File: config.mk
export PLATFORM = sky130hd
export DESIGN_NAME = dbus_arbiter
export DESIGN_NICKNAME = d
export VERILOG_FILES = /design/src/rtl/dbus_arbiter.sv
export SDC_FILE = /design/constraint.sdc
export NUM_CORES = 1
export LEC_CHECK = 0
export ABC_AREA = 1
export CAP_MARGIN = 40
export CORE_AREA = 10 10 258 260
export DETAILED_ROUTE_END_ITERATION = 10
export DIE_AREA = 0 0 268 270
export GPL_ROUTABILITY_DRIVEN = 1
export GPL_TIMING_DRIVEN = 0
export PLACE_DENSITY = 0.54
export SYNTH_ARGS = -nofsm -noshare
export SYNTH_HDL_FRONTEND = slang
export SYNTH_SLANG_ARGS = --single-unit
File: constraint.sdc
create_clock -name clk -period 9.1 [get_ports clk]
set_input_delay 1.82 -clock clk [delete_from_list [all_inputs] [get_ports clk]]
set_output_delay 1.82 -clock clk [all_outputs]
set_load 0.05 [all_outputs]
File: src/rtl/dbus_arbiter.sv
// Two-master data bus arbiter. It grants one requester for a whole transaction,
// from grant to data_ok, and counts completed transactions per port.
package dbus_pkg;
  typedef enum logic [1:0] {MSIZE1 = 2'd0, MSIZE2 = 2'd1, MSIZE4 = 2'd2, MSIZE8 = 2'd3} msize_t;

  typedef struct packed {
    logic        valid;
    logic [63:0] addr;
    msize_t      size;
    logic [7:0]  strobe;
    logic [63:0] data;
  } dbus_req_t;

  typedef struct packed {
    logic        addr_ok;
    logic        data_ok;
    logic [63:0] data;
  } dbus_resp_t;
endpackage

module dbus_arbiter
  import dbus_pkg::*;
#(
  parameter bit FIXED_PRIO = 1'b0,
  parameter int CNT_W      = 32
) (
  input  logic             clk,
  input  logic             reset,
  input  dbus_req_t        dreq0,
  output dbus_resp_t       dresp0,
  input  dbus_req_t        dreq1,
  output dbus_resp_t       dresp1,
  output dbus_req_t        oreq,
  input  dbus_resp_t       oresp,
  output logic             busy,
  output logic             owner,
  output logic [CNT_W-1:0] done_cnt0,
  output logic [CNT_W-1:0] done_cnt1
);

  typedef enum logic [1:0] {IDLE, BUSY0, BUSY1} state_t;

  localparam logic [CNT_W-1:0] CNT_ONE = {{(CNT_W-1){1'b0}}, 1'b1};

  state_t     state_reg;
  logic       last_reg;
  dbus_req_t  lreq_reg;

  logic       grant;
  logic       win;
  logic       cur;
  logic       active;
  logic       done;
  logic       cur_valid;
  dbus_resp_t rsp;

  always_comb begin
    grant = (state_reg == IDLE) && (dreq0.valid || dreq1.valid);
    if (dreq0.valid && dreq1.valid) win = FIXED_PRIO ? 1'b0 : ~last_reg;
    else                            win = dreq1.valid;
    cur       = (state_reg == IDLE) ? win : (state_reg == BUSY1);
    active    = grant || (state_reg != IDLE);
    done      = active && oresp.data_ok;
    cur_valid = cur ? dreq1.valid : dreq0.valid;
  end

  // In BUSY the bus sees only the latched copy, so requester changes cannot leak through.
  always_comb begin
    oreq = '0;
    if (!reset) begin
      if (state_reg != IDLE) oreq = lreq_reg;
      else if (grant)        oreq = win ? dreq1 : dreq0;
    end
  end

  always_comb begin
    rsp = '0;
    if (!reset && active) begin
      rsp.data    = oresp.data;
      rsp.addr_ok = oresp.addr_ok & cur_valid;
      rsp.data_ok = oresp.data_ok & cur_valid;
    end
    dresp0 = cur ? '0 : rsp;
    dresp1 = cur ? rsp : '0;
  end

  assign busy  = (state_reg != IDLE);
  assign owner = grant ? win : last_reg;

  always_ff @(posedge clk or posedge reset) begin
    if (reset) begin
      state_reg <= IDLE;
      last_reg  <= 1'b1;
      lreq_reg  <= '0;
    end else begin
      case (state_reg)
        IDLE: begin
          if (grant) begin
            last_reg <= win;
            lreq_reg <= win ? dreq1 : dreq0;
            if (!oresp.data_ok) state_reg <= win ? BUSY1 : BUSY0;
          end
        end
        BUSY0, BUSY1: begin
          if (oresp.data_ok) state_reg <= IDLE;
        end
        default: state_reg <= IDLE;
      endcase
    end
  end

  genvar gi;
  generate
    for (gi = 0; gi < 2; gi++) begin : g_cnt
      logic [CNT_W-1:0] cnt_reg;

      always_ff @(posedge clk or posedge reset) begin
        if (reset)                        cnt_reg <= '0;
        else if (done && cur == 1'(gi))   cnt_reg <= cnt_reg + CNT_ONE;
      end

      if (gi == 0) begin : g_out0
        assign done_cnt0 = cnt_reg;
      end else begin : g_out1
        assign done_cnt1 = cnt_reg;
      end
    end
  endgenerate

endmodule

## Word-level counts from Yosys, hierarchy flattened

Cells that the tools add are included.

| word-level totals | value |
|---|---|
| register bits | 206 |
| input bits | 346 |
| word-level logic and storage cells | 50 |

| operators by class | value |
|---|---|
| add/subtract/negate cells | 2 |
| eq/ne operators | 5 |
| multiplexer cells | 16 |
| bitwise logic cells | 4 |
| reduce and logical (&&, ||, !) cells | 14 |

Operators with widths:

| operator | count |
|---|---|
| two-way mux 139 bit | 4 |
| two-way mux 66 bit | 3 |
| adder 32 x 1 -> 32 bit, second input constant | 2 |
| two-way mux 2 bit | 4 |
| logical AND 1 bit | 6 |
| inequality test 2 bit, second input constant | 3 |
| two-way mux 1 bit | 4 |
| one-hot mux 2 bit (2 select lines) | 1 |
| AND reduction 3 bit | 1 |
| AND 1 bit | 2 |
| equality test 2 x 1 -> 1 bit, second input constant | 1 |
| equality test 2 bit, second input constant | 1 |
| logical NOT 2 bit | 1 |
| logical OR 1 bit | 2 |
| inverter 1 bit | 2 |
| AND reduction 2 bit | 1 |
| nonzero test 2 bit | 1 |
| OR reduction 2 bit | 1 |
| logical NOT 1 bit | 1 |

## Depth between registers and ports, before layout

| depth | value |
|---|---|
| depth after elaboration | 7 |
| depth in mapped cells | 11 |
| mapped depth without buffers | 11 |

## Worst setup path before layout

No wires, ideal clock.

| timing | value |
|---|---|
| path type | input -> output |
| start | input reset |
| end | output dresp0[29] (netlist bit) |
| data arrival time | 8.162 ns |
| required time | 7.280 ns |
| slack | -0.882 ns |
| cell stages on the path | 5 |
| buffers on the path | 2 |
| path through | inv_1 > nand2_1 > buf_2 > buf_2 > nor3_1 |

RTL lines:

| element | RTL line | RTL |
|---|---|---|
| start: declaration | 28 | `input logic reset,` |
| end: declaration | 30 | `output dbus_resp_t dresp0,` |

==> impl_metrics.toml <==
[yosys]
synth_top_area_cell = "dfrtp_1"
syn-num-nets = 2282
synth.top_cell.area_share_pct = 40.0
yosys.area_share.simple_pct = 28.5
async_flop_share_pct = 100
yosysSeqAreaShare_pct = 40.2
yosysMostFrequentCell = "nand2_1"
syn_avg_cell_area_sq_um = 6.64
synth_seq_cells = 206
synthTopCellsByArea = "dfrtp_1 (40%), nand2_1 (17%), o21ai_1 (9.2%), inv_1 (5.6%), a21oi_1 (5.5%)"
synthCells = 1932
syn_area_sq_mm = 0.0128
synthTopCellsByCount = "nand2_1 (597), o21ai_1 (237), dfrtp_1 (205), inv_1 (190), a21oi_1 (140)"
yosysUniqueCellTypes = 27
synth_warnings = 0
synth_top_family_by_area = "simple AND/OR/NAND/NOR gates"
synth_fa_ha_area_share_pct = 0.390
synth_edf_count = 0
synth-main-ff-cell = "dfrtp_1"
synthXorXnorAreaFrac_pct = 2.32
synth_compound_area_share_pct = 16.6
muxShareOfSynthArea_pct = 0

[clock_network]
clockBufferDepth = 3
cts_made_buffers = 27
h-tree-depth = 1
ctsHoldBuffers = 0
root_buffer = "clkbuf_16"
cts_tree = "built"
clk_latency_ns = 0.56
cts_setup_buffers = 0
clock_sinks = 206
postCtsResizedCells = 0
clkTransAtPathRegs_ns = 0.05

[final_layout]
ff_latch_area_sq_mm = 0.00516
stdcell_count = 3467
multi_input_area_sq_mm = 0.00614
drive_above_1_share_pct = 7.23
area_delta_synth_final_pct = 68.8
finalNetCount = 3000
largest_reg_flops = 139
nFillCells = 6527
finish.utilization_pct = 35.3

[worst_setup_path]
worstSetupPathType = "in -> out"
crit_path_start_kind = "input port"
worst-path-max-fanout = 35
worstSetupEndpointType = "output port"
arrival_ns = 5.63
required_ns = 7.28

[place]
place_hpwl_mm = 60.3
port_buffers = 682
dp.cells = 3411
gp_congestion = 0.980

[floorplanning]
core_sq_mm = 0.0613
row_count = 91
die_y_um = 270
die-area_sq_mm = 0.0724
fp.dieW_um = 268
io-pin-count = 683
floorplan.initialDensity_pct = 20.9

[timing]
finalSetupViolations = 0
worstMarginPinSlew_ns = 0.731
fin_skew_ns = 0.0206
min_period_ns = 7.45
hold_violations = 0
fin_tns_setup_ns = 0
fmax_ghz = 0.134
slew_viol_final = 0
fin_crit_sh_pct = 81.9
max-slew-margin-rel_pct = 51.3
rsz0062_at_grt = "no"

[detailed_routing]
viasPerCell = 4.52
drt_iter0_drc = 957
ant_nets = 0
routedWlPerCell_um = 20.8
drt_wl_total_mm = 72.2
vias = 15688
dr.pass1.iters = 5
post-route-drc-count = 0

[grt]
grt_pass1_wl_mm = 105
grt_max_degree = 36
grt_overflow = 0
met1_usage_pct = 23.0
use_met2_pct = 33.0
grt_pass1_vias = 15592
antenna_found_initial = 15
busiest_layer = "met2"
grt_use_total_pct = 19.1
met3_usage_pct = 4.73

[power]
p_comb_share_pct = 65.5
power.switching_uw = 3950
switching_share_pct = 54.2
pwr-share-clk_pct = 14.1
p_leak_uw = 0.00973
vdd_drop_max_mv = 0.148
power.total_uw = 7290
p_int_uw = 3330
pwr-share-seq_pct = 20.4
power_density_mw_per_mm2 = 337

[job]
cap_violations = 0

[worst_hold_path]
hold_path_class = "reg -> reg"

[outcome]
status = "finished, final reports clean"
==> stage by stage <==
stage / setup slack (ns) / hold WS, ns / cell area [sq um]
floorplan: 1.43 / 0.422 / 12800
global placement: -2.36 / 0.440 / 20600
detailed placement: 1.61 / 0.443 / 20800
CTS: 1.58 / 0.457 / 21600
global route: 1.34 / 0.493 / 21600
finish: 1.65 / 0.451 / 21600
==> per-layer routing <==
layer,share of wire [%],up-vias
li1,-,7593
met1,41,7443
met2,49,532
met3,7.4,104
met4,2.9,16
met5,0.13,-
==> worst max-delay path, stage by stage <==
cell	delay, ns
clkdlybuf4s50_1	0.53
clkinvlp_4	0.46
buf_12	0.26
buf_12	0.24
buf_12	0.23
nand2_1	0.20
buf_2	0.25
buf_2	0.20
nor3_1	0.42
clkdlybuf4s50_1	0.94
==> power groups by stage <==
| stage | clock, uW | sequential, uW | combinational (uW) |
|---|---|---|---|
| after global routing | 1100 | 1530 | 5120 |
| after floorplan | 0 | 1580 | 2940 |
| after global placement | 0 | 1490 | 4740 |
| after CTS | 1070 | 1490 | 4800 |
| final | 1030 | 1490 | 4770 |
| after detailed placement | 0 | 1500 | 4780 |
==> cells in the final DEF, fill, tap and decap left out, drive strengths merged <==
master	synthesis	routed
dfrtp	205	205
clkdlybuf4s50	0	682
diode	0	8
o211ai	1	1
nand3b	13	13
nor2	91	91
nand3	34	34
clkinvlp	0	3
o21bai	1	1
dfstp	1	1
nor3	136	136
xor2	18	18
ha	4	4
o21ai	282	282
nand2	599	599
buf	75	82
nand4	13	13
or2	1	1
clkbuf	48	88
xnor2	16	16
inv	254	254
clkinv	0	5
a21oi	140	140
==> path summary, 6_finish.rpt <==
| kind | startpoint | endpoint | slack (ns) | cells past startpoint |
|---|---|---|---|---|
| worst min register to register | lreq_reg[138] | lreq_reg[138] | 0.45 | 2 |
| worst max-delay path | reset | dresp1[50] | 1.65 | 10 |
| min in group asynchronous | reset | lreq_reg[37] | 1.83 | 2 |
| max in group asynchronous | reset | lreq_reg[134] | 5.98 | 6 |
| worst min-delay path | lreq_reg[138] | lreq_reg[138] | 0.45 | 2 |
| worst max register to register | state_reg[0] | lreq_reg[91] | 6.81 | 9 |
==> final cells by class <==
| cell class | count | area share, % |
|---|---|---|
| Antenna cell | 8 | 0.0925 |
| Buffer | 123 | 2.67 |
| Clock buffer | 40 | 3.67 |
| Clock inverter | 8 | 0.225 |
| Inverter | 254 | 4.42 |
| Multi-Input combinational cell | 1349 | 28.4 |
| Sequential cell | 206 | 23.8 |
| Tap cell | 790 | 4.57 |
| Timing Repair Buffer | 689 | 32.2 |
==> cells by family after synthesis <==
group / Yosys count
AND/OR/NAND/NOR: 887
buffers and inverters: 377
adder cells (fa/ha/maj): 4
AO/OA/AOI/OAI: 424
flip-flops: 206
XOR/XNOR: 34
Note: power is estimated with default switching activity, not from simulation.
